<file path="config.mk">
export PLATFORM = sky130hd
export DESIGN_NAME = spi_shift_engine
export DESIGN_NICKNAME = d
export VERILOG_FILES = /design/src/rtl/spi_pkg.sv /design/src/rtl/spi_shift_engine.sv
export SDC_FILE = /design/constraint.sdc
export NUM_CORES = 1
export LEC_CHECK = 0
export ABC_AREA = 1
export BUFFER_PORTS_ARGS = -buffer_cell sky130_fd_sc_hd__buf_2
export CORE_ASPECT_RATIO = 2
export CORE_MARGIN = 4
export CORE_UTILIZATION = 48
export CTS_CLUSTER_SIZE = 12
export DETAILED_ROUTE_END_ITERATION = 8
export MAX_ROUTING_LAYER = met4
export PLACE_DENSITY = 0.69
export SYNTH_ARGS = -nofsm -noshare
export SYNTH_HDL_FRONTEND = slang
export SYNTH_SLANG_ARGS = --single-unit
export TNS_END_PERCENT = 10
</file>
<file path="constraint.sdc">
create_clock -name PCLK -period 1.5 [get_ports PCLK]
set_input_delay 0.225 -clock PCLK [delete_from_list [all_inputs] [get_ports PCLK]]
set_output_delay 0.225 -clock PCLK [all_outputs]
set_load 0.05 [all_outputs]
</file>
<file path="src/rtl/spi_pkg.sv">
// Shared SPI definitions: transfer FSM states and the default word width
// used by both the APB register slice and the shift engine.
package spi_pkg;

  // Default bits per transfer; the APB slice sizes its data registers from this.
  localparam int unsigned SpiDataWidth = 8;

  typedef enum logic [1:0] {
    StIdle  = 2'd0,
    StShift = 2'd1,
    StDone  = 2'd2
  } spi_state_e;

endpackage

</file>
<file path="src/rtl/spi_shift_engine.sv">
// Byte-level SPI transfer engine. Accepts a parallel word, holds slave select
// low for the transfer, shifts MOSI out and MISO in on the baud generator's
// strobes, and returns the received word with a one-cycle valid pulse.
module spi_shift_engine
  import spi_pkg::*;
#(
  parameter int unsigned DATA_WIDTH = SpiDataWidth
) (
  input  logic                  PCLK,
  input  logic                  PRESET,
  input  logic                  tx_valid,
  input  logic [DATA_WIDTH-1:0] tx_data,
  input  logic                  lsbfe,
  output logic                  tx_ready,
  input  logic                  flags_low,
  input  logic                  flags_high,
  input  logic                  flag_low,
  input  logic                  flag_high,
  input  logic                  miso,
  output logic                  ss_n,
  output logic                  mosi,
  output logic [DATA_WIDTH-1:0] rx_data,
  output logic                  rx_valid,
  output logic                  busy
);

  localparam int unsigned CntW = $clog2(DATA_WIDTH + 1);
  localparam logic [CntW-1:0] LastCnt = CntW'(DATA_WIDTH - 1);

  spi_state_e            state_q;
  logic [CntW-1:0]       bit_cnt_q;
  logic                  lsb_q;
  logic [DATA_WIDTH-1:0] tx_sreg_q;
  logic [DATA_WIDTH-1:0] rx_sreg_q;

  logic                  pre_stb;
  logic                  edge_stb;
  logic                  in_shift;
  logic                  accept;
  logic                  sample;
  logic                  shift_edge;
  logic                  last_edge;
  logic [DATA_WIDTH-1:0] rx_shift;
  logic [DATA_WIDTH-1:0] rx_sample;

  // Strobe decode and the sampled-word view that includes a same-cycle pre strobe.
  always_comb begin
    pre_stb    = flags_low | flags_high;
    edge_stb   = flag_low | flag_high;
    in_shift   = (state_q == StShift);
    accept     = (state_q == StIdle) && tx_valid;
    sample     = in_shift && pre_stb;
    shift_edge = in_shift && edge_stb;
    last_edge  = shift_edge && (bit_cnt_q == LastCnt);
    rx_shift   = lsb_q ? {miso, rx_sreg_q[DATA_WIDTH-1:1]}
                       : {rx_sreg_q[DATA_WIDTH-2:0], miso};
    // Sample-then-shift ordering: the final word must include a coincident sample.
    rx_sample  = sample ? rx_shift : rx_sreg_q;
  end

  // Current transmit bit; idle low outside SHIFT.
  always_comb begin
    mosi = 1'b0;
    if (in_shift) begin
      mosi = lsb_q ? tx_sreg_q[0] : tx_sreg_q[DATA_WIDTH-1];
    end
  end

  // Transmit shift register: loaded at accept, advanced on every non-final edge.
  always_ff @(posedge PCLK or posedge PRESET) begin
    if (PRESET) begin
      tx_sreg_q <= '0;
    end else if (accept) begin
      tx_sreg_q <= tx_data;
    end else if (shift_edge && !last_edge) begin
      tx_sreg_q <= lsb_q ? {1'b0, tx_sreg_q[DATA_WIDTH-1:1]}
                         : {tx_sreg_q[DATA_WIDTH-2:0], 1'b0};
    end
  end

  // Receive shift register: cleared at accept, samples MISO on each pre strobe.
  always_ff @(posedge PCLK or posedge PRESET) begin
    if (PRESET) begin
      rx_sreg_q <= '0;
    end else if (accept) begin
      rx_sreg_q <= '0;
    end else if (sample) begin
      rx_sreg_q <= rx_shift;
    end
  end

  // Transfer FSM with registered handshake, select and result outputs.
  always_ff @(posedge PCLK or posedge PRESET) begin
    if (PRESET) begin
      state_q   <= StIdle;
      bit_cnt_q <= '0;
      lsb_q     <= 1'b0;
      tx_ready  <= 1'b1;
      ss_n      <= 1'b1;
      busy      <= 1'b0;
      rx_valid  <= 1'b0;
      rx_data   <= '0;
    end else begin
      rx_valid <= 1'b0;
      unique case (state_q)
        StIdle: begin
          if (tx_valid) begin
            state_q   <= StShift;
            bit_cnt_q <= '0;
            lsb_q     <= lsbfe;
            tx_ready  <= 1'b0;
            ss_n      <= 1'b0;
            busy      <= 1'b1;
          end
        end
        StShift: begin
          if (edge_stb) begin
            bit_cnt_q <= bit_cnt_q + CntW'(1);
            if (bit_cnt_q == LastCnt) begin
              state_q  <= StDone;
              ss_n     <= 1'b1;
              rx_valid <= 1'b1;
              rx_data  <= rx_sample;
            end
          end
        end
        StDone: begin
          state_q  <= StIdle;
          tx_ready <= 1'b1;
          busy     <= 1'b0;
        end
        default: begin
          state_q  <= StIdle;
          tx_ready <= 1'b1;
          ss_n     <= 1'b1;
          busy     <= 1'b0;
        end
      endcase
    end
  end

endmodule
</file>
==> summary.txt, run 1 <==
Routing
  • Mean routed wirelength per cell: 11.71 um
  • Residual DRC count: 0
  • Routed length on met3: 139 um
  • Total length of routed met2 wires: 2.180 mm
  • Antenna violation net count after detailed routing: 0
  • Number of iterations in the first detailed-routing pass: 4
  • M1 wire length: 1.479 mm
  • Post-Route WL: 3.946 mm
  • Mean number of vias per cell: 4.843
  • Total number of vias: 1632
  • Count of routing violations after the opening detailed-route iteration: 40
  • Highest routing layer actually used: met4

STA
  • Max-slew violations: 0
  • Worst Max-Slew Pin Slew: 0.4492 ns
  • Final-report setup violation count: 0
  • Fmax: 0.7007 GHz
  • Setup TNS: 0 ns
  • Final Critical Period: approximately 1.4 ns
  • Hold Fails Final Rpt: 0
  • Worst slew margin: 70.05%
  • Crit share post-route: 95.15%
  • Setup repair after global routing missed its margin: no
  • Clock Skew: 0.005229 ns

Yosys
  • Share of the synthesized netlist area taken by xor and xnor gates: 0%
  • Netlist area before placement: ~1900 sq um
  • Mean instance size in the synthesized netlist: roughly 7.5 sq um
  • Adder-Cell Fraction of Synth Area: 0.6707%
  • Post-Synthesis Cells: 249
  • Number of distinct library cells after synthesis: 25
  • Post-synthesis sequential area ratio: a little under half
  • Warnings, synthesis: 0
  • Multiplexer fraction of the synthesized cell area: 0%
  • Syn Nets: between 200 and 300
  • Dominant combinational cell family by area after synthesis: simple AND/OR/NAND/NOR gates
  • Synth Area in Compound Gates: 7.445%
  • #FFs+latches synth: 35
  • Fraction of the mapped netlist area in simple logic gates: 37.56%

Layout
  • Area added between synthesis and finish: 17.97%
  • Fraction of layout instances using a drive strength above 1: 25.69%
  • # nets final: about 300
  • Number of diodes: 0

Setup path
  • Required @ worst endpoint: 1.27 ns
  • Crit path max fanout: 5
  • Delay-heaviest family, CP: flip-flops
  • Startpoint of the worst-slack reg-to-reg timing path: state_q[1]
  • Max stage delay cell, worst path: dfrtp_2
  • Setup slack of the most critical reg-to-reg path: 0.09 ns
  • Classification of the worst setup path: reg -> out
  • Capturing point of the worst reg2reg path: bit_cnt_q[0]
  • Cells traversed along the worst timing path: nor2_4 > o21ai_2 > a21oi_4 > buf_6
  • Worst r2r path cells: 8
  • Kind of start point of the critical path: register
  • Buf/Inv on CP: 1
  • Worst endpoint data arrival time: 1.20 ns
  • Longest individual stage delay on the worst path: about 0.46 ns
  • Type of destination of the critical path: output pin

Global route
  • Global-route wire length before repair: ~7 mm
  • Vias in the first global route: 1616
  • Number of antenna violations at the first check in global routing: 0
  • Maximum number of pins on one net before global-route repair: 36
  • Total congestion overflow after global routing: 0
  • Total GRT Usage: 19.46%

Power and ir drop
  • Proportion of power drawn by the clock network: 12.8%
  • Worst vdd rail ir drop: 1.419 mV
  • Switching part of the total: 49.34%
  • Sequential group share of total power: 32.5%
  • Comb pwr share: 54.7%
  • Total power: 5.126 mW
  • Lkg Pwr: 1.239 nW
  • Power density of the placed cells: 2329 nW/um^2
  • Switch Pwr: 2.529 mW
  • Cell internal power dissipation: between 2 and 3 mW

Job
  • Count of maximum capacitance violations: 0

Floorplan
  • DIE HEIGHT: 96.17 um
  • Number of rows in the core area: 31
  • Die extent in x: between 50 and 60 um
  • Count of pins on the block boundary: 30
  • Core footprint: between 3000 and 4000 sq um
  • Area of the die: 5008 sq um
  • Effective utilization at floorplan: between 50 and 60%

Run status
  • Outcome: finished, final reports clean

Clock network
  • Clock H-tree levels: 2
  • Number of buffers inserted during clock tree synthesis: 5
  • Latest clock arrival within the worst-skew pair: ~0.28 ns
  • Register clock-pin slew on the reported worst setup and hold paths: 0.07 ns
  • Root buffer selected by CTS: clkbuf_8
  • Clock tree from TritonCTS: built
  • Clock sinks: 35
  • Maximum count of clock buffers along a single path: 2

Hold path
  • Worst hold path class: in -> async

Placement
  • Detailed placer's ending HPWL: 2.927 mm
  • Buffers added on ports: 29
  • RePlAce Congestion: 0.8325
## final cells by class
| type | count | area (sq um) |
|---|---|---|
| repair buffers | 37 | 211.5 |
| clock buffers | 5 | 68.82 |
| flip-flops and latches | 35 | 879.6 |
| fillers | 361 | 1484 |
| clock inverters | 3 | 15.01 |
| well taps | 49 | 61.31 |
| inverters | 24 | 92.59 |
| multi-input cells | 184 | 872.1 |
## how the worst max path moves through the flow
stage / from / to / slack, ns / cells after the start
after global routing: bit_cnt_q[0] / rx_data[6] / 0.005 / 6
after CTS: state_q[1] / mosi / 0.02 / 4
after detailed placement: bit_cnt_q[0] / rx_data[7] / 0.12 / 6
after global placement: state_q[1] / mosi / 0.13 / 4
after floorplan: lsb_q / mosi / 0.06 / 4
final: state_q[1] / mosi / 0.07 / 4
## power groups by stage
stage / registers [mW] / logic (mW) / clock network (mW)
finish: 1.67 / 2.80 / 0.655
global route: 1.72 / 3.17 / 0.720
CTS: 1.66 / 2.78 / 0.676
detailed placement: 1.68 / 2.69 / 0
global placement: 1.67 / 2.65 / 0
floorplan: 2.09 / 1.68 / 0
## through the flow
| step | setup WS, ns | instance area (sq um) | utilization [%] | cells | hold WS (ns) |
|---|---|---|---|---|---|
| final | 0.07280 | 2201 | 59.73 | 337 | 0.02751 |
| after global routing | 0.005258 | 2201 | 59.73 | 337 | 0.06695 |
| after CTS | 0.01843 | 2177 | 59.08 | 336 | 0.03990 |
| after detailed placement | 0.1183 | 2071 | 56.20 | 326 | 0.3486 |
| after global placement | 0.1296 | 2071 | 56.20 | 326 | 0.3438 |
| after floorplan | 0.05664 | 1869 | - | 249 | 0.3475 |
## registers in the layout (all words and copies together) (netlist names)
register	count
rx_data	8
rx_valid	1
rx_sreg_q	8
state_q	2
tx_sreg_q	8
ss_n	1
bit_cnt_q	4
lsb_q	1
tx_ready	1
busy	1
## layout by cell type, fill, tap and decap left out, types with 2 or more instances in the layout
| master | n |
|---|---|
| a21oi_4 | 2 |
| buf_2 | 28 |
| buf_4 | 8 |
| clkbuf_8 | 5 |
| clkinv_2 | 3 |
| dfrtp_1 | 32 |
| dfstp_2 | 2 |
| inv_1 | 19 |
| inv_2 | 4 |
| nand2_1 | 121 |
| nand2_4 | 2 |
| nand3_1 | 13 |
| nor2_1 | 10 |
| nor2_2 | 9 |
| nor2_4 | 3 |
| o21ai_0 | 15 |
| o21ai_2 | 2 |
## routing by layer
| layer | GRT usage [%] | up-vias |
|---|---|---|
| met2 | 33.82 | 37 |
| met3 | 4.341 | 16 |
| met5 | - | - |
| li1 | - | 836 |
| met1 | 19.25 | 743 |
| met4 | 11.38 | 0 |
## cells by family after synthesis
kind of cell,count (synthesis)
adder cells (fa/ha/maj),1
buffers and inverters,30
flip-flops,35
AND/OR/NAND/NOR,161
AO/OA/AOI/OAI,22
## worst register-to-register path, stage by stage (launching register included)
cell     delay (ns)
dfrtp_2        0.46
buf_4          0.16
nor2_4         0.10
nand2_4        0.07
buf_4          0.19
nand2_1        0.12
inv_1          0.07
nand2_1        0.05
o21ai_0        0.07
## Yosys cell counts
library cell / count / area [sq um]
nand2_1: 121 / 454.2
dfrtp_1: 33 / 825.8
inv_1: 19 / 71.32
o21ai_0: 16 / 80.08
nand3_1: 13 / 65.06
nor2_1: 10 / 37.54
nor2_2: 10 / 62.56
inv_2: 4 / 15.01
a21oi_1: 2 / 10.01
buf_6: 2 / 22.52
clkbuf_1: 2 / 7.510
dfstp_2: 2 / 52.55
nand2_4: 2 / 22.52
nor2_4: 2 / 22.52
a21oi_4: 1 / 16.27
buf_2: 1 / 5.000
buf_4: 1 / 7.510
ha_1: 1 / 12.51
inv_4: 1 / 6.260
nand3_2: 1 / 10.01
nand4_1: 1 / 6.260
nor2_8: 1 / 20.02
o21ai_2: 1 / 8.760
o21ai_4: 1 / 16.27
o21bai_1: 1 / 7.510
## repair_timing
item	in CTS	in global routing
endpoints found under the hold margin	0	0
resized for setup	3	4
endpoints found under the setup margin	1	9
setup buffers	2	1
pin swaps	1	1
hold buffers	0	0
No activity file was read; power rests on OpenSTA's default activity.
==> run 2: changes to the inputs <==
==> constraint.sdc (replaced) <==
create_clock -name PCLK -period 1.75 [get_ports PCLK]
set_input_delay 0.2625 -clock PCLK [delete_from_list [all_inputs] [get_ports PCLK]]
set_output_delay 0.2625 -clock PCLK [all_outputs]
set_load 0.05 [all_outputs]
==> run 2 against run 1 <==
Worst hold slack improved by 0.032 ns. Register-to-register slack improved by 0.23 ns. Flip-flop and latch count unchanged. Die area unchanged. Largest power group unchanged. Utilization decreased by 0.068 points.
==> summary.txt, run 2 (synthesis results as in run 1) <==
Floorplan
  • Count of pins on the block boundary: 30 (unchanged)
  • Die extent in x: 52.08 um (unchanged)
  • Area of the die: 5008 sq um (unchanged)
  • Effective utilization at floorplan: 50.63% (unchanged)
  • DIE HEIGHT: 96.17 um (unchanged)
  • Core footprint: 3685 sq um (unchanged)
  • Number of rows in the core area: 31 (unchanged)

Global route
  • Total GRT Usage: 18.38% (-1.1 points)
  • Maximum number of pins on one net before global-route repair: 36 (unchanged)
  • Vias in the first global route: 1586 (-1.9%)
  • Global-route wire length before repair: 6.686 mm (-4.5%)
  • Number of antenna violations at the first check in global routing: 0 (unchanged)
  • Total congestion overflow after global routing: 0 (unchanged)

Routing
  • Mean routed wirelength per cell: 11.88 um (+1.5%)
  • Total number of vias: 1609 (-1.4%)
  • Number of iterations in the first detailed-routing pass: 4 (unchanged)
  • Count of routing violations after the opening detailed-route iteration: 48 (+20%)
  • Residual DRC count: 0 (unchanged)
  • Mean number of vias per cell: 4.803 (-0.82%)
  • Antenna violation net count after detailed routing: 0 (unchanged)
  • Post-Route WL: 3.980 mm (+0.86%)

Setup path
  • Capture point of the critical path: mosi
  • Classification of the worst setup path: reg -> out
  • Kind of start point of the critical path: register
  • Required @ worst endpoint: 1.49 ns (+0.22 ns)
  • Startpoint of the worst-slack reg-to-reg timing path: state_q[1]
  • Worst r2r path cells: 7 (-1)
  • Crit path max fanout: 4 (-1)
  • Worst endpoint data arrival time: 1.37 ns (+0.17 ns)
  • Start point of the critical path: state_q[0]
  • Type of destination of the critical path: output pin
  • Setup slack of the most critical reg-to-reg path: 0.32 ns (+0.23 ns)
  • Capturing point of the worst reg2reg path: tx_sreg_q[0]

Placement
  • Detailed placer's ending HPWL: 2.962 mm (+1.2%)
  • Buffers added on ports: 29 (unchanged)
  • RePlAce Congestion: 0.8182 (-1.7%)
  • Post-place instance area: 2056 sq um (-0.73%)

Clock network
  • Clock sinks: 35 (unchanged)
  • Clock H-tree levels: 2 (unchanged)
  • Number of buffers inserted during clock tree synthesis: 5 (unchanged)
  • Register clock-pin slew on the reported worst setup and hold paths: 0.07 ns (about the same)
  • Root buffer selected by CTS: clkbuf_8
  • Latest clock arrival within the worst-skew pair: 0.29 ns (about the same)
  • Clock tree from TritonCTS: built
  • Maximum count of clock buffers along a single path: 2 (unchanged)

STA
  • Fmax: between 0.6 and 0.7 GHz
  • Setup repair after global routing missed its margin: no
  • Worst slew margin: 70.55% (+0.49 points)
  • Crit share post-route: between 90 and 100%
  • Final-report setup violation count: 0 (unchanged)
  • Setup TNS: 0 ns (unchanged)
  • Hold Fails Final Rpt: 0 (unchanged)
  • Worst Max-Slew Pin Slew: 0.4418 ns (-0.007395 ns)
  • Max-slew violations: 0 (unchanged)
  • Clock Skew: 0.006975 ns (+0.001745 ns)
  • Final Critical Period: 1.637 ns

Layout
  • Leading cell type in the layout, fill and taps excluded: nand2_1
  • Area added between synthesis and finish: 17.84%
  • Number of filler instances in the final layout: 350 (-3.0%)
  • Number of diodes: 0 (unchanged)
  • Summed area of non-filler cells in the final layout: 2198 sq um (-0.11%)
  • Largest registers in the final layout: rx_data (8), rx_sreg_q (8), tx_sreg_q (8)
  • Fraction of layout instances using a drive strength above 1: 24.48% (-1.2 points)
  • Leading cell types in the layout, fill and taps excluded: nand2_1, dfrtp_1, buf_2, inv_1, o21ai_0
  • # nets final: 303 (-0.66%)

Power and ir drop
  • Power density of the placed cells: 2050 nW/um^2 (-12%)
  • Lkg Pwr: 1.238 nW (about the same)
  • Total power: 4.506 mW (-12%)
  • Worst vdd rail ir drop: 1.130 mV (-20%)

Run status
  • Outcome: finished, final reports clean

Hold path
  • Worst hold path class: in -> async

Job
  • Count of maximum capacitance violations: 0 (unchanged)
[run 2: metal layers]
| layer | track usage [%] | vias up | share of wire [%] |
|---|---|---|---|
| met3 | 3.411 | 10 | 4.2 |
| met5 | - | - | 0 |
| met4 | 10.07 | 0 | 3.3 |
| met2 | 32.88 | 37 | 56 |
| li1 | - | 835 | - |
| met1 | 18.04 | 727 | 36 |
[run 2: cell type report]
cell class,count,area (sq um),share of cell area [%]
clock buffers,6,82.58,3.756
clock inverters,2,35.03,1.594
inverters,24,92.59,4.212
multi-input cells,184,855.8,38.93
flip-flops and latches,35,878.3,39.95
well taps,49,61.31,2.789
repair buffers,35,192.7,8.765
[run 2: how the worst min path moves through the flow]
stage / startpoint / to / slack (ns) / cells past startpoint
6_report: PRESET / rx_sreg_q[7] / 0.06 / 3
2_1_floorplan: lsbfe / lsb_q / 0.38 / 2
4_1_cts: PRESET / rx_data[0] / 0.08 / 3
3_5_place_dp: PRESET / busy / 0.39 / 3
5_1_grt: PRESET / busy / 0.10 / 3
3_3_place_gp: PRESET / rx_sreg_q[7] / 0.39 / 3
[run 2: critical path, stage by stage (launching register included)]
cell and delay [ns]:
dfrtp_1 0.41, inv_2 0.08, nor2_4 0.13, o21ai_0 0.12
a21oi_2 0.11, clkbuf_4 0.23
[run 2: where the power goes]
group | internal (mW) | switching, mW | leakage (nW)
Sequential | 1.20 | 0.224 | 0.428
Combinational | 0.720 | 1.62 | 0.749
Clock | 0.461 | 0.285 | 0.0612
[run 2: what timing repair did]
| item | CTS | global route |
|---|---|---|
| gates resized for setup | 0 | 1 |
| buffers inserted | 0 | 3 |
| hold buffers | 0 | 0 |
| endpoints found under the setup margin | 0 | 1 |
[run 2: per-stage QoR]
stage | setup WS, ns | utilization (%) | instances | hold slack (ns)
5_1_grt | 0.05608 | 59.66 | 335 | 0.1048
3_5_place_dp | 0.3261 | 55.79 | 324 | 0.3882
3_3_place_gp | 0.3421 | 55.79 | 324 | 0.3862
4_1_cts | 0.007349 | 58.98 | 332 | 0.08003
6_report | 0.1128 | 59.66 | 335 | 0.05987
2_1_floorplan | 0.2691 | - | 249 | 0.3850
==> run 3: changes to the inputs <==
--- a/config.mk
+++ b/config.mk
@@ -7,13 +7,13 @@
 export LEC_CHECK = 0
 export ABC_AREA = 1
 export BUFFER_PORTS_ARGS = -buffer_cell sky130_fd_sc_hd__buf_2
+export CAP_MARGIN = 20
 export CORE_ASPECT_RATIO = 2
 export CORE_MARGIN = 4
-export CORE_UTILIZATION = 48
+export CORE_UTILIZATION = 30
 export CTS_CLUSTER_SIZE = 12
 export DETAILED_ROUTE_END_ITERATION = 8
 export MAX_ROUTING_LAYER = met4
-export PLACE_DENSITY = 0.69
 export SYNTH_ARGS = -nofsm -noshare
 export SYNTH_HDL_FRONTEND = slang
 export SYNTH_SLANG_ARGS = --single-unit
==> constraint.sdc (replaced) <==
create_clock -name PCLK -period 1.6 [get_ports PCLK]
set_input_delay 0.24 -clock PCLK [delete_from_list [all_inputs] [get_ports PCLK]]
set_output_delay 0.24 -clock PCLK [all_outputs]
set_load 0.05 [all_outputs]
==> run 3 against run 2 <==
Sequential share of layout area down 1.1 points. Sequential power up 9%. Cell area up 2.9%. Critical endpoint unchanged. Clock skew down 0.0023 ns. Utilization down 22 points. Wire length up 3.5%. Clock-buffer cell count up 1. Worst setup slack worse by 0.019 ns. Non-clock buffer count unchanged. Critical path depth down 1.
==> summary.txt, run 3 (synthesis results as in run 1) <==
STA
  • Setup repair after global routing missed its margin: no
  • Worst slew margin: 69.83% (-0.72 points)
  • Worst Max-Slew Pin Slew: 0.4526 ns (+0.01077 ns)
  • Clock Skew: 0.004658 ns (-0.002317 ns)
  • Final Critical Period: 1.506 ns
  • Setup TNS: 0 ns (unchanged)
  • Final-report setup violation count: 0 (unchanged)
  • Crit share post-route: between 90% and 100%
  • Fmax: roughly 0.66 GHz
  • Hold Fails Final Rpt: 0 (unchanged)
  • Max-slew violations: 0 (unchanged)

Layout
  • Summed area of non-filler cells in the final layout: 2262 sq um (+2.9%)
  • Leading cell types in the layout, fill and taps excluded: nand2_1, dfrtp_1, buf_2, inv_1, o21ai_0
  • Fraction of layout instances using a drive strength above 1: 24.48% (unchanged)
  • # nets final: 303 (unchanged)
  • Largest registers in the final layout: rx_data (8), rx_sreg_q (8), tx_sreg_q (8)
  • Area added between synthesis and finish: 21.26%
  • Leading cell type in the layout, fill and taps excluded: nand2_1
  • Number of diodes: 0 (unchanged)
  • Final standard cell utilization of the core: 37.67% (-22 points)

Power and ir drop
  • Switch Pwr: 2.363 mW (+11%)
  • Comb pwr share: 49.9% (-2.0 points)
  • Cell internal power dissipation: 2.764 mW (+16%)
  • Switching part of the total: 46.09% (-1.1 points)
  • Power density of the placed cells: 2266 nW/um^2 (+11%)
  • Sequential group share of total power: 30.2% (-1.3 points)
  • Worst vdd rail ir drop: 0.7953 mV (-30%)
  • Proportion of power drawn by the clock network: 19.9% (+3.4 points)
  • Lkg Pwr: 1.254 nW (+1.3%)

Routing
  • Total number of vias: 1628 (+1.2%)
  • Count of routing violations after the opening detailed-route iteration: 31 (-35%)
  • Residual DRC count: 0 (unchanged)
  • Mean number of vias per cell: 4.665 (-2.9%)
  • Mean routed wirelength per cell: 11.81 um (-0.63%)
  • Antenna violation net count after detailed routing: 0 (unchanged)
  • Number of iterations in the first detailed-routing pass: 4 (unchanged)
  • Post-Route WL: 4.120 mm (+3.5%)

Floorplan
  • Core footprint: 6006 sq um (+63%)
  • Area of the die: 7621 sq um (+52%)
  • Effective utilization at floorplan: 31.06% (-20 points)
  • Count of pins on the block boundary: 30 (unchanged)
  • Number of rows in the core area: 40 (+29%)
  • DIE HEIGHT: 119.5 um (+24%)
  • Die extent in x: 63.76 um (+22%)

Global route
  • Maximum number of pins on one net before global-route repair: 36 (unchanged)
  • Total congestion overflow after global routing: 0 (unchanged)
  • Total GRT Usage: 11.84% (-6.5 points)
  • Vias in the first global route: 1620 (+2.1%)
  • Number of antenna violations at the first check in global routing: 0 (unchanged)
  • Global-route wire length before repair: 7.017 mm (+5.0%)

Run status
  • Outcome: finished, final reports clean

Setup path
  • Classification of the worst setup path: reg -> out
  • Max stage delay cell, worst path: dfrtp_1
  • Longest individual stage delay on the worst path: 0.46 ns (+0.05 ns)
  • Startpoint of the worst-slack reg-to-reg timing path: bit_cnt_q[0]
  • Number of cells on the critical path: 4 (-1)
  • Worst r2r path cells: 6 (-1)
  • Setup slack of the most critical reg-to-reg path: 0.19 ns (-0.13 ns)
  • Capturing point of the worst reg2reg path: rx_data[1]
  • Worst endpoint data arrival time: 1.27 ns (-0.10 ns)
  • Crit path max fanout: 5 (+1)
  • Kind of start point of the critical path: register
  • Buf/Inv on CP: 1 (-1)
  • Delay-heaviest family, CP: flip-flops
  • Cells traversed along the worst timing path: nor2_4 > o21ai_0 > a21oi_2 > buf_6
  • Type of destination of the critical path: output pin
  • Required @ worst endpoint: 1.36 ns (-0.13 ns)

Clock network
  • Hold-fix buffer count after cts: 0 (unchanged)
  • Register clock-pin slew on the reported worst setup and hold paths: 0.05 ns (-0.02 ns)
  • Root buffer selected by CTS: clkbuf_16
  • Latest clock arrival within the worst-skew pair: 0.27 ns (-0.02 ns)
  • Clock tree from TritonCTS: built
  • Clock sinks: 35 (unchanged)
  • Maximum count of clock buffers along a single path: 2 (unchanged)
  • Clock H-tree levels: 2 (unchanged)
  • Number of buffers inserted during clock tree synthesis: 5 (unchanged)

Placement
  • RePlAce Congestion: 0.8355 (+2.1%)
  • Detailed placer's ending HPWL: 3.083 mm (+4.1%)
  • Buffers added on ports: 29 (unchanged)
  • Post-place instance area: 2081 sq um (+1.2%)

Hold path
  • Worst hold path class: in -> async

Job
  • Count of maximum capacitance violations: 0 (unchanged)
## run 3: worst max path at each step
stage                           from    to  slack, ns
after floorplan                lsb_q  mosi       0.14
after global placement    state_q[1]  mosi       0.20
after detailed placement  state_q[1]  mosi       0.19
after CTS                 state_q[1]  mosi       0.09
after global routing      state_q[1]  mosi       0.02
final                     state_q[1]  mosi       0.09
## run 3: per-stage QoR
step | worst slack, ns | hold WS, ns | cells | power [mW]
floorplan | 0.1416 | 0.3625 | 249 | 3.542
CTS | 0.09352 | 0.07803 | 349 | 5.201
detailed placement | 0.1929 | 0.3733 | 339 | 4.084
finish | 0.09414 | 0.05804 | 349 | 5.126
global route | 0.01815 | 0.1103 | 349 | 5.532
global placement | 0.1981 | 0.3730 | 339 | 4.047
## run 3: per-layer routing
metal,global-route usage [%],part of all wire [%]
met4,5.954,2.1
met1,11.11,37
met5,-,0
met2,22.20,58
met3,2.247,2.6
## run 3: power by group through the flow
| stage | Sequential, mW | Combinational (mW) | Clock [mW] |
|---|---|---|---|
| after floorplan | 1.96 | 1.58 | 0 |
| after CTS | 1.55 | 2.60 | 1.05 |
| after global placement | 1.57 | 2.48 | 0 |
| after global routing | 1.60 | 2.86 | 1.07 |
| final | 1.55 | 2.56 | 1.02 |
| after detailed placement | 1.57 | 2.51 | 0 |
## run 3: cell type report
| class | instances | area, sq um |
|---|---|---|
| clock buffer | 7 | 152.6 |
| clock inverter | 1 | 7.507 |
| fill | 649 | 3744 |
| inverter | 24 | 92.59 |
| multi-input combinational | 184 | 855.8 |
| sequential | 35 | 878.3 |
| tap | 63 | 78.83 |
| timing repair buffer | 35 | 196.4 |
## run 3: worst register-to-register path, stage by stage, from the launching register on
cell and delay [ns]:
dfrtp_1 0.39, ha_1 0.23, nand3_2 0.21, nor2_8 0.24, inv_2 0.11, nand2_1 0.08
nand2_1 0.05
## run 3: what timing repair did
item,4_1_cts,5_1_grt
endpoints found under the setup margin,1,0
resized for setup,2,0
buffers inserted,2,0
endpoints found under the hold margin,0,0
